[src/rtl/mod5_rr_scheduler.sv]
// Two-requester round-robin front end for a serial mod-5 residue engine.
// Define MOD5_MSB_FIRST_EN to feed bits MSB-first (Horner form) instead of LSB-first weighted.
//   state   | meaning
//   S_IDLE  | waiting for a request; arbitration happens here
//   S_SHIFT | serialising the latched word into the residue accumulator
module mod5_rr_scheduler #(
   parameter int WIDTH = 8
) (
   input  logic             clk,
   input  logic             reset,
   input  logic             req_a,
   input  logic [WIDTH-1:0] data_a,
   input  logic             req_b,
   input  logic [WIDTH-1:0] data_b,
   output logic             gnt_a,
   output logic             gnt_b,
   output logic             busy,
   output logic             ser_bit,
   output logic             done,
   output logic [2:0]       result,
   output logic             result_id
);

   localparam int CNT_W = $clog2(WIDTH + 1);
   localparam logic [CNT_W-1:0] CNT_LAST = CNT_W'(WIDTH - 1);

   typedef enum logic {S_IDLE, S_SHIFT} state_t;

   state_t           state_q, state_d;
   logic [WIDTH-1:0] shreg_q, shreg_d;
   logic [CNT_W-1:0] cnt_q, cnt_d;
   logic [2:0]       acc_q, acc_d;
   logic             id_q, id_d;
   logic             last_id_q, last_id_d;
   logic             gnt_a_q, gnt_a_d;
   logic             gnt_b_q, gnt_b_d;
   logic             busy_q, busy_d;
   logic             done_q, done_d;
   logic [2:0]       result_q, result_d;
   logic             result_id_q, result_id_d;
   logic             bit_in;
   logic             pick_b;
   logic [3:0]       acc_sum;
   logic [3:0]       acc_red;
`ifndef MOD5_MSB_FIRST_EN
   logic [2:0]       wgt_q, wgt_d;
   logic [3:0]       wgt_dbl;
   logic [3:0]       wgt_red;
`endif

   always_comb begin
      state_d     = state_q;
      shreg_d     = shreg_q;
      cnt_d       = cnt_q;
      acc_d       = acc_q;
      id_d        = id_q;
      last_id_d   = last_id_q;
      gnt_a_d     = 1'b0;
      gnt_b_d     = 1'b0;
      busy_d      = busy_q;
      done_d      = 1'b0;
      result_d    = result_q;
      result_id_d = result_id_q;
      // Tie goes to whoever was not served last.
      pick_b      = req_b & (~req_a | ~last_id_q);
`ifdef MOD5_MSB_FIRST_EN
      bit_in  = shreg_q[WIDTH-1];
      acc_sum = {acc_q, 1'b0} + {3'b000, bit_in};
`else
      wgt_d   = wgt_q;
      bit_in  = shreg_q[0];
      acc_sum = {1'b0, acc_q} + (bit_in ? {1'b0, wgt_q} : 4'd0);
      wgt_dbl = {wgt_q, 1'b0};
      wgt_red = (wgt_dbl >= 4'd5) ? wgt_dbl - 4'd5 : wgt_dbl;
`endif
      acc_red = (acc_sum >= 4'd5) ? acc_sum - 4'd5 : acc_sum;

      case (state_q)
         S_IDLE: begin
            if (req_a || req_b) begin
               shreg_d   = pick_b ? data_b : data_a;
               cnt_d     = '0;
               acc_d     = 3'd0;
               id_d      = pick_b;
               last_id_d = pick_b;
               gnt_a_d   = ~pick_b;
               gnt_b_d   = pick_b;
               busy_d    = 1'b1;
               state_d   = S_SHIFT;
`ifndef MOD5_MSB_FIRST_EN
               wgt_d     = 3'd1;
`endif
            end
         end
         S_SHIFT: begin
            acc_d = acc_red[2:0];
            cnt_d = cnt_q + 1'b1;
`ifdef MOD5_MSB_FIRST_EN
            shreg_d = shreg_q << 1;
`else
            shreg_d = shreg_q >> 1;
            wgt_d   = wgt_red[2:0];
`endif
            if (cnt_q == CNT_LAST) begin
               result_d    = acc_red[2:0];
               result_id_d = id_q;
               done_d      = 1'b1;
               busy_d      = 1'b0;
               state_d     = S_IDLE;
            end
         end
         default: state_d = S_IDLE;
      endcase
   end

   always_ff @(posedge clk) begin
      if (reset) begin
         state_q     <= S_IDLE;
         shreg_q     <= '0;
         cnt_q       <= '0;
         acc_q       <= 3'd0;
         id_q        <= 1'b0;
         last_id_q   <= 1'b1;
         gnt_a_q     <= 1'b0;
         gnt_b_q     <= 1'b0;
         busy_q      <= 1'b0;
         done_q      <= 1'b0;
         result_q    <= 3'd0;
         result_id_q <= 1'b0;
`ifndef MOD5_MSB_FIRST_EN
         wgt_q       <= 3'd1;
`endif
      end else begin
         state_q     <= state_d;
         shreg_q     <= shreg_d;
         cnt_q       <= cnt_d;
         acc_q       <= acc_d;
         id_q        <= id_d;
         last_id_q   <= last_id_d;
         gnt_a_q     <= gnt_a_d;
         gnt_b_q     <= gnt_b_d;
         busy_q      <= busy_d;
         done_q      <= done_d;
         result_q    <= result_d;
         result_id_q <= result_id_d;
`ifndef MOD5_MSB_FIRST_EN
         wgt_q       <= wgt_d;
`endif
      end
   end

   assign gnt_a     = gnt_a_q;
   assign gnt_b     = gnt_b_q;
   assign busy      = busy_q;
   assign ser_bit   = busy_q & bit_in;
   assign done      = done_q;
   assign result    = result_q;
   assign result_id = result_id_q;

endmodule
[config.mk]
export PLATFORM = sky130hd
export DESIGN_NAME = mod5_rr_scheduler
export DESIGN_NICKNAME = d
export VERILOG_FILES = /design/src/rtl/mod5_rr_scheduler.sv
export SDC_FILE = /design/constraint.sdc
export NUM_CORES = 1
export LEC_CHECK = 0
export CAP_MARGIN = 20
export CORE_MARGIN = 8
export CORE_UTILIZATION = 54
export DETAILED_ROUTE_END_ITERATION = 10
export GPL_TIMING_DRIVEN = 0
export PLACE_DENSITY = 0.83
export SKIP_LAST_GASP = 1
export SLEW_MARGIN = 20
export SYNTH_ARGS = -nofsm -noshare
export SYNTH_HDL_FRONTEND = slang
export SYNTH_SLANG_ARGS = --single-unit
[constraint.sdc]
create_clock -name clk -period 6.3 [get_ports clk]
set_input_delay 1.575 -clock clk [delete_from_list [all_inputs] [get_ports clk]]
set_output_delay 1.575 -clock clk [all_outputs]
set_load 0.05 [all_outputs]
==> flow_summary_export.csv <==
group,metric,value,unit
outcome,status,"completed",
placed_design,portBuffers,26,
finish,nFillCells,222,
drt,totalWireLength,3.45,mm
finish,nets,225,
clock_tree,cts_root_buf,"clkbuf_4",
placed_design,gp_congestion,0.829,
min_path,holdPathStages,2,
clock_tree,postCtsSetupRepairBufs,0,
pwr,p_sw,0.104,mW
placed_design,placed_area,0.00176,mm²
drt,wl_met2,1.76,mm
die,initial_utilization,0.548,
setup_path,path_cells,"and2_1 -> clkdlybuf4s50_1",
sta,fin_crit_sh,0.514,
sta,grt_setup_unrepaired,"no",
setup_path,crit_required,4720,ps
sta,setup_viol,0,
finish,n_antenna_cell,0,
drt,drt_iter0_drc,81,
synth,postSynthAreaPerCell,8.84,µm²
drt,top_layer_used,"met4",
global_routing,grt.overflow.total,0,
pwr,powerDensity,205,mW/mm²
die,die_area,0.00462,mm²
setup_path,crit_type,"reg2out",
synth,async_flop_share,0,
setup_path,worst_ep_arrival_time,1660,ps
sta,worst_pin_slew,704,ps
synth,synth_nets,192,
global_routing,grt_max_degree,11,
global_routing,antenna_found_initial,0,
setup_path,worst-r2r-cell-count,9,
setup_path,crit_family,"buffers and inverters",
die,fp-row-count,19,
setup_path,critical_path.max_fanout,5,
drt,dr.pass1.iters,5,
synth,synth_cell_type_count,37,
sta,whs,475,ps
global_routing,grt_pass1_vias,1394,
pwr,seq_power_share,0.532,
setup_path,r2r_start,"wgt_q[0]",
clock_tree,htree_levels,2,
sta,drv_slew,0,
setup_path,end_kind,"output pin",
die,die_height,68.0,µm
clock_tree,cts_resized,0,
die,fp.dieW,68.0,µm
sta,min_period,3240,ps
clock_tree,cts_tree,"done",
synth,synth_edf_count,0,
finish,drive_gt1_frac,0.106,
sta,finalSetupTns,0,ps
clock_tree,path_clk_slew,90,ps
pwr,combPwrFrac,0.180,
drt,remaining_drc_errors,0,
drt,wl_per_cell,15.0,µm
sta,fin_skew,5.61,ps
setup_path,reg2reg_to,"acc_q[1]",
clock_tree,clkSinkCount,29,
pwr,p_leak,0.709,nW
pwr,peakVddDrop,0.157,mV
setup_path,crit_buf_inv,1,
pwr,p_clk_frac,0.287,
clock_tree,cts_hold_buffers,0,
flow_run,max_cap_violations,0,
min_path,hold_end,"acc_q[0]",
drt,vias,1329,
global_routing,grt_pass1_wl,6.07,mm
finish,final_area,0.00181,mm²
global_routing,track_usage,0.168,
drt,routed_via_density,5.78,
sta,hold_violations,0,
synth,synth-main-ff-cell,"dfxtp_1",
sta,fmax,309,MHz
setup_path,worstSetupStartpointType,"register",
drt,met1_length,1.42,mm
setup_path,cpMaxStageDelayCell,"clkdlybuf4s50_1",
die,core,0.00266,mm²
synth,syn_area,0.00146,mm²
synth,syn_inst,165,
synth,yosysSeqAreaShare,0.398,
clock_tree,clock_latency,320,ps
placed_design,hpwl,2.73,mm
setup_path,critical_path.max_stage_delay,800,ps
die,ios,29,
synth,ys_seq_elements,29,
finish,utilization,0.680,
min_path,hp-class,"reg2reg",
drt,wl_met3,201,µm
clock_tree,cts_buffers,5,
pwr,intPower,0.267,mW
finish,area_delta_synth_final,24.0,%
sta,slew_headroom,0.527,
drt,antenna_left,0,
setup_path,r2r_slack,3590,ps
clock_tree,clockBufferDepth,2,
synth,synth_warnings,0,
pwr,netSwitchingFraction,0.281,
min_path,min-delay-start,"acc_q[0]",
==> through the flow <==
| step | cells | setup WS, ps | power (mW) |
|---|---|---|---|
| 2_1_floorplan | 165 | 3600 | 0.244 |
| 3_3_place_gp | 222 | 3190 | 0.265 |
| 3_5_place_dp | 222 | 3170 | 0.269 |
| 4_1_cts | 230 | 3030 | 0.375 |
| 5_1_grt | 230 | 2980 | 0.391 |
| 6_report | 230 | 3060 | 0.371 |
==> power groups by stage <==
stage	combinational, mW	clock [mW]	sequential [mW]
floorplan	0.0398	0	0.204
global placement	0.0639	0	0.201
detailed placement	0.0670	0	0.202
CTS	0.0673	0.111	0.197
global route	0.0733	0.119	0.199
finish	0.0669	0.107	0.197
==> layer usage <==
metal | up-vias | GRT usage
li1 | 654 | -
met1 | 627 | 0.175
met2 | 40 | 0.305
met3 | 8 | 0.0540
met4 | 0 | 0.0665
met5 | - | 0
==> final cells by class <==
| class | instances | area, µm² | share of cell area |
|---|---|---|---|
| timing repair buffer | 26 | 260 | 0.144 |
| clock inverter | 2 | 10.0 | 0.00553 |
| sequential | 29 | 581 | 0.321 |
| multi-input combinational | 121 | 815 | 0.450 |
| clock buffer | 6 | 41.3 | 0.0228 |
| inverter | 4 | 15.0 | 0.00830 |
| tap | 31 | 38.8 | 0.0214 |
| buffer | 11 | 48.8 | 0.0270 |
==> how the worst max path moves through the flow <==
stage | start | endpoint | cells past startpoint
finish | shreg_q[0] | ser_bit | 2
global route | shreg_q[0] | ser_bit | 2
CTS | shreg_q[0] | ser_bit | 2
detailed placement | reset | shreg_q[6] | 4
global placement | reset | gnt_a | 4
floorplan | busy | ser_bit | 1
==> synth_stat cells, drive strengths merged, types with 5 or more instances <==
master	number	area, µm²
nand2	19	71.3
clkbuf	6	22.5
o21ai	8	40.0
buf	5	26.3
a21oi	7	35.0
o221a	7	78.8
ha	6	75.1
nor2	17	63.8
nor3	5	25.0
dfxtp	29	581
mux2i	10	100
and2	5	31.3
==> cells by family (layout without fill, tap and decap cells) <==
group | count (synthesis) | count (layout) | synth area share
and+or+nand+nor | 67 | 67 | 0.227
buffers and inverters | 15 | 49 | 0.0437
xor gates and xnor gates | 2 | 2 | 0.0120
muxes | 10 | 10 | 0.0686
adders and majority gates | 7 | 7 | 0.0652
DFF | 29 | 29 | 0.398
AOI/OAI and AO/OA | 35 | 35 | 0.185
==> registers in the layout, indices dropped and copies added, names as in the netlist <==
signal,cells
result_id,1
state_q,1
shreg_q,8
busy,1
result,3
last_id_q,1
cnt_q,4
gnt_b,1
id_q,1
done,1
acc_q,3
wgt_q,3
gnt_a,1
==> cell usage in the layout, fill, tap and decap left out, types with 2 or more instances in the layout <==
cell	count
ha_1	6
clkbuf_4	5
o21ai_0	8
clkbuf_1	7
nand2_1	19
a211oi_1	3
a21oi_1	7
buf_2	3
a221o_1	2
inv_1	4
nor3b_1	2
a22oi_1	3
dfxtp_1	29
nor4_1	3
nand2b_1	4
mux2i_1	10
clkinv_2	2
nand3_1	2
nor3_1	5
nor2b_1	3
nor2_1	17
and2_1	5
o221a_2	6
nand3b_1	3
clkdlybuf4s50_1	26
==> worst reg2reg max path: stages, from the launching register on <==
cell and delay [ps]:
dfxtp_1 350, and2_1 170, ha_1 220, fa_1 520
inv_1 70, ha_1 180, nand2b_1 150, a221oi_2 430
mux2i_1 380, o21ai_0 120
(Power assumes the default switching activity.)
